### src/rtl/txn_seq_pkg.sv
// Shared state/status encodings and fixed timing constants for the transaction sequencer.
package txn_seq_pkg;

    typedef enum logic [2:0] {
        INIT   = 3'd0,
        WARM   = 3'd1,
        IDLE   = 3'd2,
        LAUNCH = 3'd3,
        BUSY   = 3'd4,
        FINISH = 3'd5,
        STATUS = 3'd6
    } state_t;

    typedef enum logic [1:0] {
        DONE        = 2'b00,
        STOPPED     = 2'b01,
        ENG_ERR     = 2'b10,
        TIMEOUT_ERR = 2'b11
    } status_t;

    localparam int WARM_CYCLES = 3;

endpackage

### src/rtl/rr_arbiter.sv
// Combinational round-robin winner search starting one place above the last winner.
module rr_arbiter #(
    parameter int N_REQ = 4
) (
    input  logic [N_REQ-1:0]         req,
    input  logic [$clog2(N_REQ)-1:0] ptr,
    output logic [N_REQ-1:0]         grant,
    output logic [$clog2(N_REQ)-1:0] grant_idx,
    output logic                     valid
);

    localparam int PTR_W = $clog2(N_REQ);

    logic [PTR_W-1:0] cand;

    always_comb begin
        grant     = '0;
        grant_idx = '0;
        valid     = 1'b0;
        cand      = '0;
        for (int k = 1; k <= N_REQ; k++) begin
            cand = PTR_W'((int'(ptr) + k) % N_REQ);
            if (!valid && req[cand]) begin
                valid       = 1'b1;
                grant[cand] = 1'b1;
                grant_idx   = cand;
            end
        end
    end

endmodule

### src/rtl/txn_sequencer.sv
// Shares one engine among N_REQ requesters: power-up INIT/WARM, then grant, launch,
// wait for the engine (with watchdog), and report termination and status.
module txn_sequencer
    import txn_seq_pkg::*;
#(
    parameter int N_REQ       = 4,
    parameter int INIT_CYCLES = 4,
    parameter int TIMEOUT     = 255
) (
    input  logic                     clk,
    input  logic                     rst,
    input  logic [N_REQ-1:0]         req,
    output logic [N_REQ-1:0]         ack,
    input  logic                     stop_req,
    input  logic                     eng_done,
    input  logic                     eng_err,
    output logic                     rt,
    output logic                     enable,
    output logic                     start,
    output logic                     rdy,
    output logic                     endd,
    output logic                     stop,
    output logic                     er,
    output logic                     interrupt,
    output logic                     status_valid,
    output logic [1:0]               status,
    output logic [$clog2(N_REQ)-1:0] owner
);

    localparam int PTR_W   = $clog2(N_REQ);
    localparam int CNT_MAX = (INIT_CYCLES > WARM_CYCLES) ? INIT_CYCLES : WARM_CYCLES;
    localparam int CNT_W   = $clog2(CNT_MAX + 1);
    localparam int WD_W    = (TIMEOUT < 2) ? 1 : $clog2(TIMEOUT + 1);

    localparam logic [WD_W:0] WD_LIMIT = (WD_W + 1)'(TIMEOUT);

    localparam logic [2:0] S_INIT   = INIT;
    localparam logic [2:0] S_WARM   = WARM;
    localparam logic [2:0] S_IDLE   = IDLE;
    localparam logic [2:0] S_LAUNCH = LAUNCH;
    localparam logic [2:0] S_BUSY   = BUSY;
    localparam logic [2:0] S_FINISH = FINISH;
    localparam logic [2:0] S_STATUS = STATUS;

    logic [2:0]       state;
    logic [CNT_W-1:0] cnt;
    logic [WD_W-1:0]  wd_cnt;
    logic [WD_W:0]    wd_next;
    logic             wd_expire;
    logic [PTR_W-1:0] ptr;
    logic [PTR_W-1:0] owner_q;
    logic [N_REQ-1:0] grant_q;
    status_t          cause_q;
    logic             enable_q;

    logic [N_REQ-1:0] arb_grant;
    logic [PTR_W-1:0] arb_idx;
    logic             arb_valid;

    rr_arbiter #(
        .N_REQ(N_REQ)
    ) u_arb (
        .req      (req),
        .ptr      (ptr),
        .grant    (arb_grant),
        .grant_idx(arb_idx),
        .valid    (arb_valid)
    );

    assign wd_next   = {1'b0, wd_cnt} + (WD_W + 1)'(1);
    assign wd_expire = (TIMEOUT != 0) && (wd_next == WD_LIMIT);

    // INIT also covers the reset period itself, so it counts INIT_CYCLES edges after release.
    always_ff @(posedge clk or negedge rst) begin
        if (!rst) begin
            state    <= S_INIT;
            cnt      <= '0;
            wd_cnt   <= '0;
            ptr      <= PTR_W'(N_REQ - 1);
            owner_q  <= '0;
            grant_q  <= '0;
            cause_q  <= DONE;
            enable_q <= 1'b0;
        end else begin
            case (state)
                S_INIT: begin
                    if (cnt == CNT_W'(INIT_CYCLES)) begin
                        state <= S_WARM;
                        cnt   <= '0;
                    end else begin
                        cnt <= cnt + CNT_W'(1);
                    end
                end
                S_WARM: begin
                    if (cnt == CNT_W'(WARM_CYCLES - 1)) begin
                        state    <= S_IDLE;
                        cnt      <= '0;
                        enable_q <= 1'b1;
                    end else begin
                        cnt <= cnt + CNT_W'(1);
                    end
                end
                S_IDLE: begin
                    if (arb_valid) begin
                        state   <= S_LAUNCH;
                        grant_q <= arb_grant;
                        ptr     <= arb_idx;
                        owner_q <= arb_idx;
                    end
                end
                S_LAUNCH: begin
                    wd_cnt <= '0;
                    state  <= S_BUSY;
                end
                S_BUSY: begin
                    if (eng_err) begin
                        cause_q <= ENG_ERR;
                        state   <= S_FINISH;
                    end else if (wd_expire) begin
                        cause_q <= TIMEOUT_ERR;
                        state   <= S_FINISH;
                    end else if (stop_req) begin
                        cause_q <= STOPPED;
                        state   <= S_FINISH;
                    end else if (eng_done) begin
                        cause_q <= DONE;
                        state   <= S_FINISH;
                    end else if (TIMEOUT != 0) begin
                        wd_cnt <= wd_next[WD_W-1:0];
                    end
                end
                S_FINISH: state <= S_STATUS;
                S_STATUS: state <= S_IDLE;
                default:  state <= S_INIT;
            endcase
        end
    end

    assign rt           = (state == S_INIT);
    assign enable       = enable_q;
    assign start        = (state == S_LAUNCH);
    assign ack          = start ? grant_q : {N_REQ{1'b0}};
    assign rdy          = (state == S_FINISH);
    assign endd         = rdy && (cause_q == DONE);
    assign stop         = rdy && (cause_q == STOPPED);
    assign er           = rdy && ((cause_q == ENG_ERR) || (cause_q == TIMEOUT_ERR));
    assign interrupt    = rdy && (cause_q != DONE);
    assign status_valid = (state == S_STATUS);
    assign status       = cause_q;
    assign owner        = owner_q;

endmodule

### config.mk
export PLATFORM = sky130hd
export DESIGN_NAME = txn_sequencer
export DESIGN_NICKNAME = d
export VERILOG_FILES = /design/src/rtl/txn_seq_pkg.sv /design/src/rtl/rr_arbiter.sv /design/src/rtl/txn_sequencer.sv
export SDC_FILE = /design/constraint.sdc
export NUM_CORES = 1
export LEC_CHECK = 0
export CORE_ASPECT_RATIO = 0.9
export CORE_UTILIZATION = 41
export DETAILED_ROUTE_END_ITERATION = 12
export HOLD_SLACK_MARGIN = 0.12
export MAX_ROUTING_LAYER = met4
export SLEW_MARGIN = 25
export SYNTH_ARGS = -nofsm -noshare
export SYNTH_HDL_FRONTEND = slang
export SYNTH_SLANG_ARGS = --single-unit
export TNS_END_PERCENT = 100
### constraint.sdc
create_clock -name clk -period 3.65 [get_ports clk]
set_clock_uncertainty 0.2 [all_clocks]
set_input_delay 0.5475 -clock clk [delete_from_list [all_inputs] [get_ports clk]]
set_output_delay 0.5475 -clock clk [all_outputs]
set_load 0.02 [all_outputs]
==> impl_metrics.toml, run 1 <==
[sta]
setup_viol = 0
timing.final.crit_share_pct = 78.5
tns_ps = 0
hold_ws_ps = 260
period_minus_slack_ps = 2860
rsz0062_at_grt = "false"
final_hold_viol_count = 0
slew_headroom_pct = 51.3
worst_slack_ps = 785
report.final.slew_viol_count = 0
fmax_mhz = 349
worstMarginPinSlew_ps = 731

[floorplanning]
initial_core_util_pct = 44.1
num_rows = 22
die_area_um2 = 4810
chipWidth_um = 73.0
die_h_um = 65.9
ios = 26
core_area_um2 = 4210

[clock_tree]
clock_latency_ps = 260
cts.sinks = 25
clk_pin_slew_ps = 80
cts.path.max_buffers = 2
numCtsBuffers = 3
h-tree-depth = 1
cts.repair.resized = 0
cts_tree = "yes"
postCtsSetupBuffers = 0
cts-root-buf = "clkbuf_8"

[routing]
ant_nets = 0
avgRoutedWirePerCell_um = 12.8
drtIter0Drc = 91
drc = 0
num_vias = 1586
drt-vias-per-instance = 5.39
route.met2.wl_um = 1710
drt-met1-wl_um = 1800
met3_wirelength_um = 201
routed_wl_um = 3760
top_layer = "met4"
drtPass1Iterations = 4

[run]
drv_cap = 0

[placement]
placedCellCount = 289
place_area_um2 = 2140
globalplace.congestion = 0.826
numPortBuffers = 25
dp_hpwl_um = 2810
pre_cts_slack_ps = 734

[cells_and_area]
fin_area_um2 = 2190
multi_input_area_um2 = 1110
nets = 257
seqCellArea_um2 = 628
area_growth_pct = 18.1
drive_gt1_share_pct = 8.55
antenna_cells = 0
utilization_pct = 52.1
nFillCells = 402
stdcell_count = 294

[pwr]
seq_power_share_pct = 35.5
netSwitchingPower_mw = 0.615
intPower_mw = 0.826
power.density_nw_per_um2 = 656
p_clk_share_pct = 11.0
p_sw_share_pct = 42.7
ir_worst_vdd_uv = 395
leakagePower_nw = 0.949
power.share.combinational_pct = 53.5
finalPower_mw = 1.44

[logic_synthesis]
avgSynthCellArea_um2 = 8.72
synth-main-ff-cell = "dfrtp_1"
synth_largest_area_cell = "dfrtp_1"
syn_area_um2 = 1860
ys_ff_latch = 25
netlist_instances = 213
async_reset_ff_share_pct = 100
synth_enable_flop_cells = 0
yosysMostFrequentCell = "dfrtp_1"
yosys.cell_types.count = 46
synth_common_cells = "23 x dfrtp_1, 20 x nor2_1, 19 x o21ai_0, 18 x inv_1, 14 x nand2_1"
netlist.area_leader.share_pct = 31.0
yosys_warnings = 0
synth.area.top_cells = "dfrtp_1 31%, ha_1 8.8%, o21ai_0 5.1%"
synth_nets = 235
synth_seq_area_share_pct = 33.8

[critical_path]
r2r_setup_slack_ps = 790
worstReg2RegStart = "ptr[0]$_DFFE_PN1P_"
r2r-end = "grant_q[2]$_DFFE_PN0P_"
path_cells = "inv_1 > ha_1 > or3b_2 > a311o_1 > o21ai_0 > o22a_1"
worstPathArrival_ps = 2870
critPathLaunchType = "register"
rr_worst_depth = 6
slowest_stage = "dfstp_2"
cpPeakStageDelay_ps = 760
endpoint_kind = "register"
cp_max_fo = 19
crit_required_ps = 3660
crit_type = "register to register"

[global_routing]
grtUsageTotal_pct = 18.1
grt_first_pass_wirelength_um = 6640
antenna_found_initial = 0
overflow = 0
grt_max_degree = 25
grt_pass1_vias = 1525

[hold_path]
whs_path_depth = 1
worstHoldStart = "enable$_DFFE_PN0P_"
whs_endpoint = "enable$_DFFE_PN0P_"
hp-class = "register to register"

[run_status]
status = "finished clean"
power groups by stage:
stage | clock network, mW | registers (mW) | logic, mW
after floorplan | 0 | 0.481 | 0.578
after detailed placement | 0 | 0.517 | 0.771
final | 0.159 | 0.511 | 0.771
after CTS | 0.169 | 0.510 | 0.774
after global placement | 0 | 0.508 | 0.755
after global routing | 0.179 | 0.534 | 0.865
worst max-delay path by stage:
stage	slack, ps	from	to
CTS	790	ptr[0]$_DFFE_PN1P_	grant_q[2]$_DFFE_PN0P_
floorplan	580	ptr[0]$_DFFE_PN1P_	grant_q[0]$_DFFE_PN0P_
finish	790	ptr[0]$_DFFE_PN1P_	grant_q[2]$_DFFE_PN0P_
global route	630	ptr[0]$_DFFE_PN1P_	grant_q[2]$_DFFE_PN0P_
global placement	790	req[0]	grant_q[3]$_DFFE_PN0P_
detailed placement	730	req[0]	grant_q[1]$_DFFE_PN0P_
placed cells by master (no fill, tap or decap), types with 2 or more instances in the layout:
| cell type | count |
|---|---|
| a211o_1 | 4 |
| a211oi_1 | 3 |
| a21o_1 | 7 |
| a21oi_1 | 4 |
| a221o_1 | 4 |
| and2_1 | 5 |
| and3_1 | 2 |
| clkbuf_8 | 3 |
| clkdlybuf4s50_1 | 24 |
| dfrtp_1 | 23 |
| dfstp_2 | 2 |
| ha_1 | 13 |
| inv_1 | 18 |
| mux2_2 | 3 |
| mux2i_1 | 3 |
| mux4_2 | 2 |
| nand2_1 | 14 |
| nand2b_1 | 7 |
| nand3_1 | 9 |
| nand3b_1 | 4 |
| nor2_1 | 20 |
| nor2b_1 | 3 |
| nor3_1 | 6 |
| o21a_1 | 2 |
| o21ai_0 | 19 |
| o21bai_1 | 2 |
| o22a_1 | 4 |
| or3_1 | 2 |
| or3b_2 | 2 |
| or4_4 | 2 |
cell families (layout without fill, tap and decap cells):
| group | after synthesis | count (layout) | share of synthesized area (%) |
|---|---|---|---|
| and+or+nand+nor | 81 | 81 | 23.1 |
| muxes | 8 | 8 | 5.86 |
| buffers and inverters | 28 | 49 | 6.19 |
| AOI/OAI and AO/OA | 58 | 58 | 22.3 |
| DFF | 25 | 25 | 33.8 |
| adders and majority gates | 13 | 13 | 8.75 |
per-layer routing:
layer / vias up / GRT usage [%]
li1: 800 / -
met1: 733 / 21.5
met2: 47 / 30.1
met3: 6 / 4.42
met4: 0 / 6.13
met5: - / -
flip-flops by register name, summed over array words and instances, names as in the netlist:
register	count
wd_cnt	8
grant_q	4
cnt	3
state	3
owner	2
ptr	2
status	2
enable	1
worst max-delay path, delay by kind of cell, from the launching register on:
family                     cells  cell delay, ps
DFF                            1             760
AOI/OAI and AO/OA              3             720
and+or+nand+nor                1             470
adders and majority gates      1             450
buffers and inverters          1             210
what timing repair did:
| item | CTS | global route |
|---|---|---|
| endpoints found under the hold margin | 23 | 0 |
| setup endpoints to repair | 0 | 0 |
| hold buffers | 1 | 0 |
cell type report:
class                           count  share of cell area [%]
Sequential cell                    25                    28.6
Timing Repair Buffer               27                    12.0
Clock inverter                      1                   0.228
Clock buffer                        3                    1.88
Tap cell                           60                    3.42
Multi-Input combinational cell    160                    50.8
Inverter                           18                    3.08
(Power assumes the default switching activity.)
==> run 2: changes to the inputs <==
--- a/config.mk
+++ b/config.mk
@@ -10,6 +10,7 @@
 export DETAILED_ROUTE_END_ITERATION = 12
 export HOLD_SLACK_MARGIN = 0.12
 export MAX_ROUTING_LAYER = met4
+export PLACE_DENSITY = 0.65
 export SLEW_MARGIN = 25
 export SYNTH_ARGS = -nofsm -noshare
 export SYNTH_HDL_FRONTEND = slang
==> constraint.sdc (replaced) <==
create_clock -name clk -period 2.5 [get_ports clk]
set_clock_uncertainty 0.2 [all_clocks]
set_input_delay 0.375 -clock clk [delete_from_list [all_inputs] [get_ports clk]]
set_output_delay 0.375 -clock clk [all_outputs]
set_load 0.02 [all_outputs]
==> run 2 against run 1 <==
Against the previous run: hold slack better by 0.64 ps; first-iteration DRC count is 11% lower; non-clock buffer count is 17 higher; cell area is 7.6% higher; utilization is 4.0 points higher; combinational power is 76% higher; final cell count is 5.8% higher; via count is 4.0% higher; critical path depth is 2 lower; global-route usage is 0.66 points higher; largest cell class unchanged; largest power group unchanged.
==> impl_metrics.toml, run 2 (same netlist as run 1, synthesis figures left out) <==
[run_status]
status = "finished clean"

[routing]
avgRoutedWirePerCell_um = 12.5
routed_wl_um = 3870
ant_nets = 0
drtPass1Iterations = 4
drt-vias-per-instance = 5.30
drc = 0
drtIter0Drc = 81
num_vias = 1649

[critical_path]
startpoint = "state[0]$_DFFE_PN0P_"
critPathLaunchType = "register"
crit_required_ps = 1920
cp_max_fo = 9
r2r-end = "wd_cnt[4]$_DFFE_PN0P_"
endpoint_kind = "output pin"
worstReg2RegStart = "wd_cnt[0]$_DFFE_PN0P_"
worstPathArrival_ps = 1780
cpPeakStageDelay_ps = 630
slowest_stage = "clkdlybuf4s50_1"
cp-endpoint = "status_valid"
crit_type = "register to output pin"
rr_worst_depth = 7
path_cells = "buf_4 > nand2b_1 > nor2_1 > clkdlybuf4s50_1"
r2r_setup_slack_ps = 170

[placement]
globalplace.congestion = 0.828
numPortBuffers = 25
pre_cts_slack_ps = -67.1
dp_hpwl_um = 2860

[cells_and_area]
utilization_pct = 56.1
largest_reg_flops = 8
final_common_cell = "dfrtp_1"
area_growth_pct = 27.1
drive_gt1_share_pct = 15.1
antenna_cells = 0
nFillCells = 393
reg.largest.list = "wd_cnt: 8 flops, grant_q: 4 flops"
nets = 274
largest_register = "wd_cnt"
layout_common_cells = "23 x dfrtp_1, 20 x nor2_1, 19 x buf_4"

[clock_tree]
h-tree-depth = 1
numCtsBuffers = 3
cts.path.max_buffers = 2
clock_latency_ps = 270
cts.sinks = 25
cts_tree = "yes"
cts-root-buf = "clkbuf_8"
clk_pin_slew_ps = 90

[global_routing]
grt_first_pass_wirelength_um = 6870
antenna_found_initial = 0
grt_max_degree = 26
grtUsageTotal_pct = 18.7
grt_pass1_vias = 1502
overflow = 0

[pwr]
leakagePower_nw = 1.14
power.density_nw_per_um2 = 960
ir_worst_vdd_uv = 628

[run]
drv_cap = 0

[sta]
final_hold_viol_count = 0
worst_slack_ps = 144
fmax_mhz = 425
tns_ps = 0
worstMarginPinSlew_ps = 518
period_minus_slack_ps = 2360
slew_headroom_pct = 65.2
hold_ws_ps = 260
report.final.slew_viol_count = 0
setup_viol = 0
timing.final.crit_share_pct = 94.2

[floorplanning]
num_rows = 22
ios = 26
initial_core_util_pct = 44.1
die_area_um2 = 4810
core_area_um2 = 4210
chipWidth_um = 73.0
die_h_um = 65.9

[hold_path]
hp-class = "primary input to async pin"
## run 2: where the power goes
part	total [mW]	internal (mW)	switching (mW)
Sequential	0.666	0.557	0.109
Combinational	1.36	0.655	0.706
Clock	0.242	0.114	0.128
Total	2.27	1.33	0.943
## run 2: worst min-delay path by stage
stage	slack, ps	endpoint
6_report	260	grant_q[3]$_DFFE_PN0P_
5_1_grt	280	grant_q[2]$_DFFE_PN0P_
4_1_cts	270	grant_q[3]$_DFFE_PN0P_
3_5_place_dp	250	enable$_DFFE_PN0P_
3_3_place_gp	250	enable$_DFFE_PN0P_
2_1_floorplan	-120	cnt[0]$_DFFE_PN0P_
## run 2: timing repair
| action | 4_1_cts | 5_1_grt |
|---|---|---|
| pin swaps | 0 | 1 |
| resized for setup | 4 | 5 |
| setup endpoints to repair | 4 | 12 |
| hold buffers | 0 | 0 |
| buffers inserted | 0 | 0 |
| endpoints found under the hold margin | 0 | 0 |
## run 2: cell type report
| type | instances | area (µm²) | share of cell area (%) |
|---|---|---|---|
| well taps | 60 | 75.1 | 3.18 |
| multi-input cells | 160 | 1140 | 48.3 |
| inverters | 18 | 75.1 | 3.18 |
| flip-flops and latches | 25 | 628 | 26.6 |
| repair buffers | 44 | 398 | 16.8 |
| clock buffers | 4 | 45.0 | 1.91 |
## run 2: critical path, delay by kind of cell, from the launching register on
kind,cells,cell delay (ps)
flops,1,380
simple gates,2,340
buf+inv,2,790
## run 2: metal layers
metal | global-route usage, % | wire length, µm
met1 | 26.7 | 2100
met2 | 27.2 | 1560
met3 | 3.51 | 176
met4 | 5.15 | 38
met5 | - | 0
## run 2: per-stage QoR
stage	total power [mW]	cell area (µm²)	std cells
6_report	2.27	2360	311
3_3_place_gp	2.04	2300	307
2_1_floorplan	1.67	1920	213
3_5_place_dp	2.05	2300	307
4_1_cts	2.29	2340	311
5_1_grt	2.50	2360	311
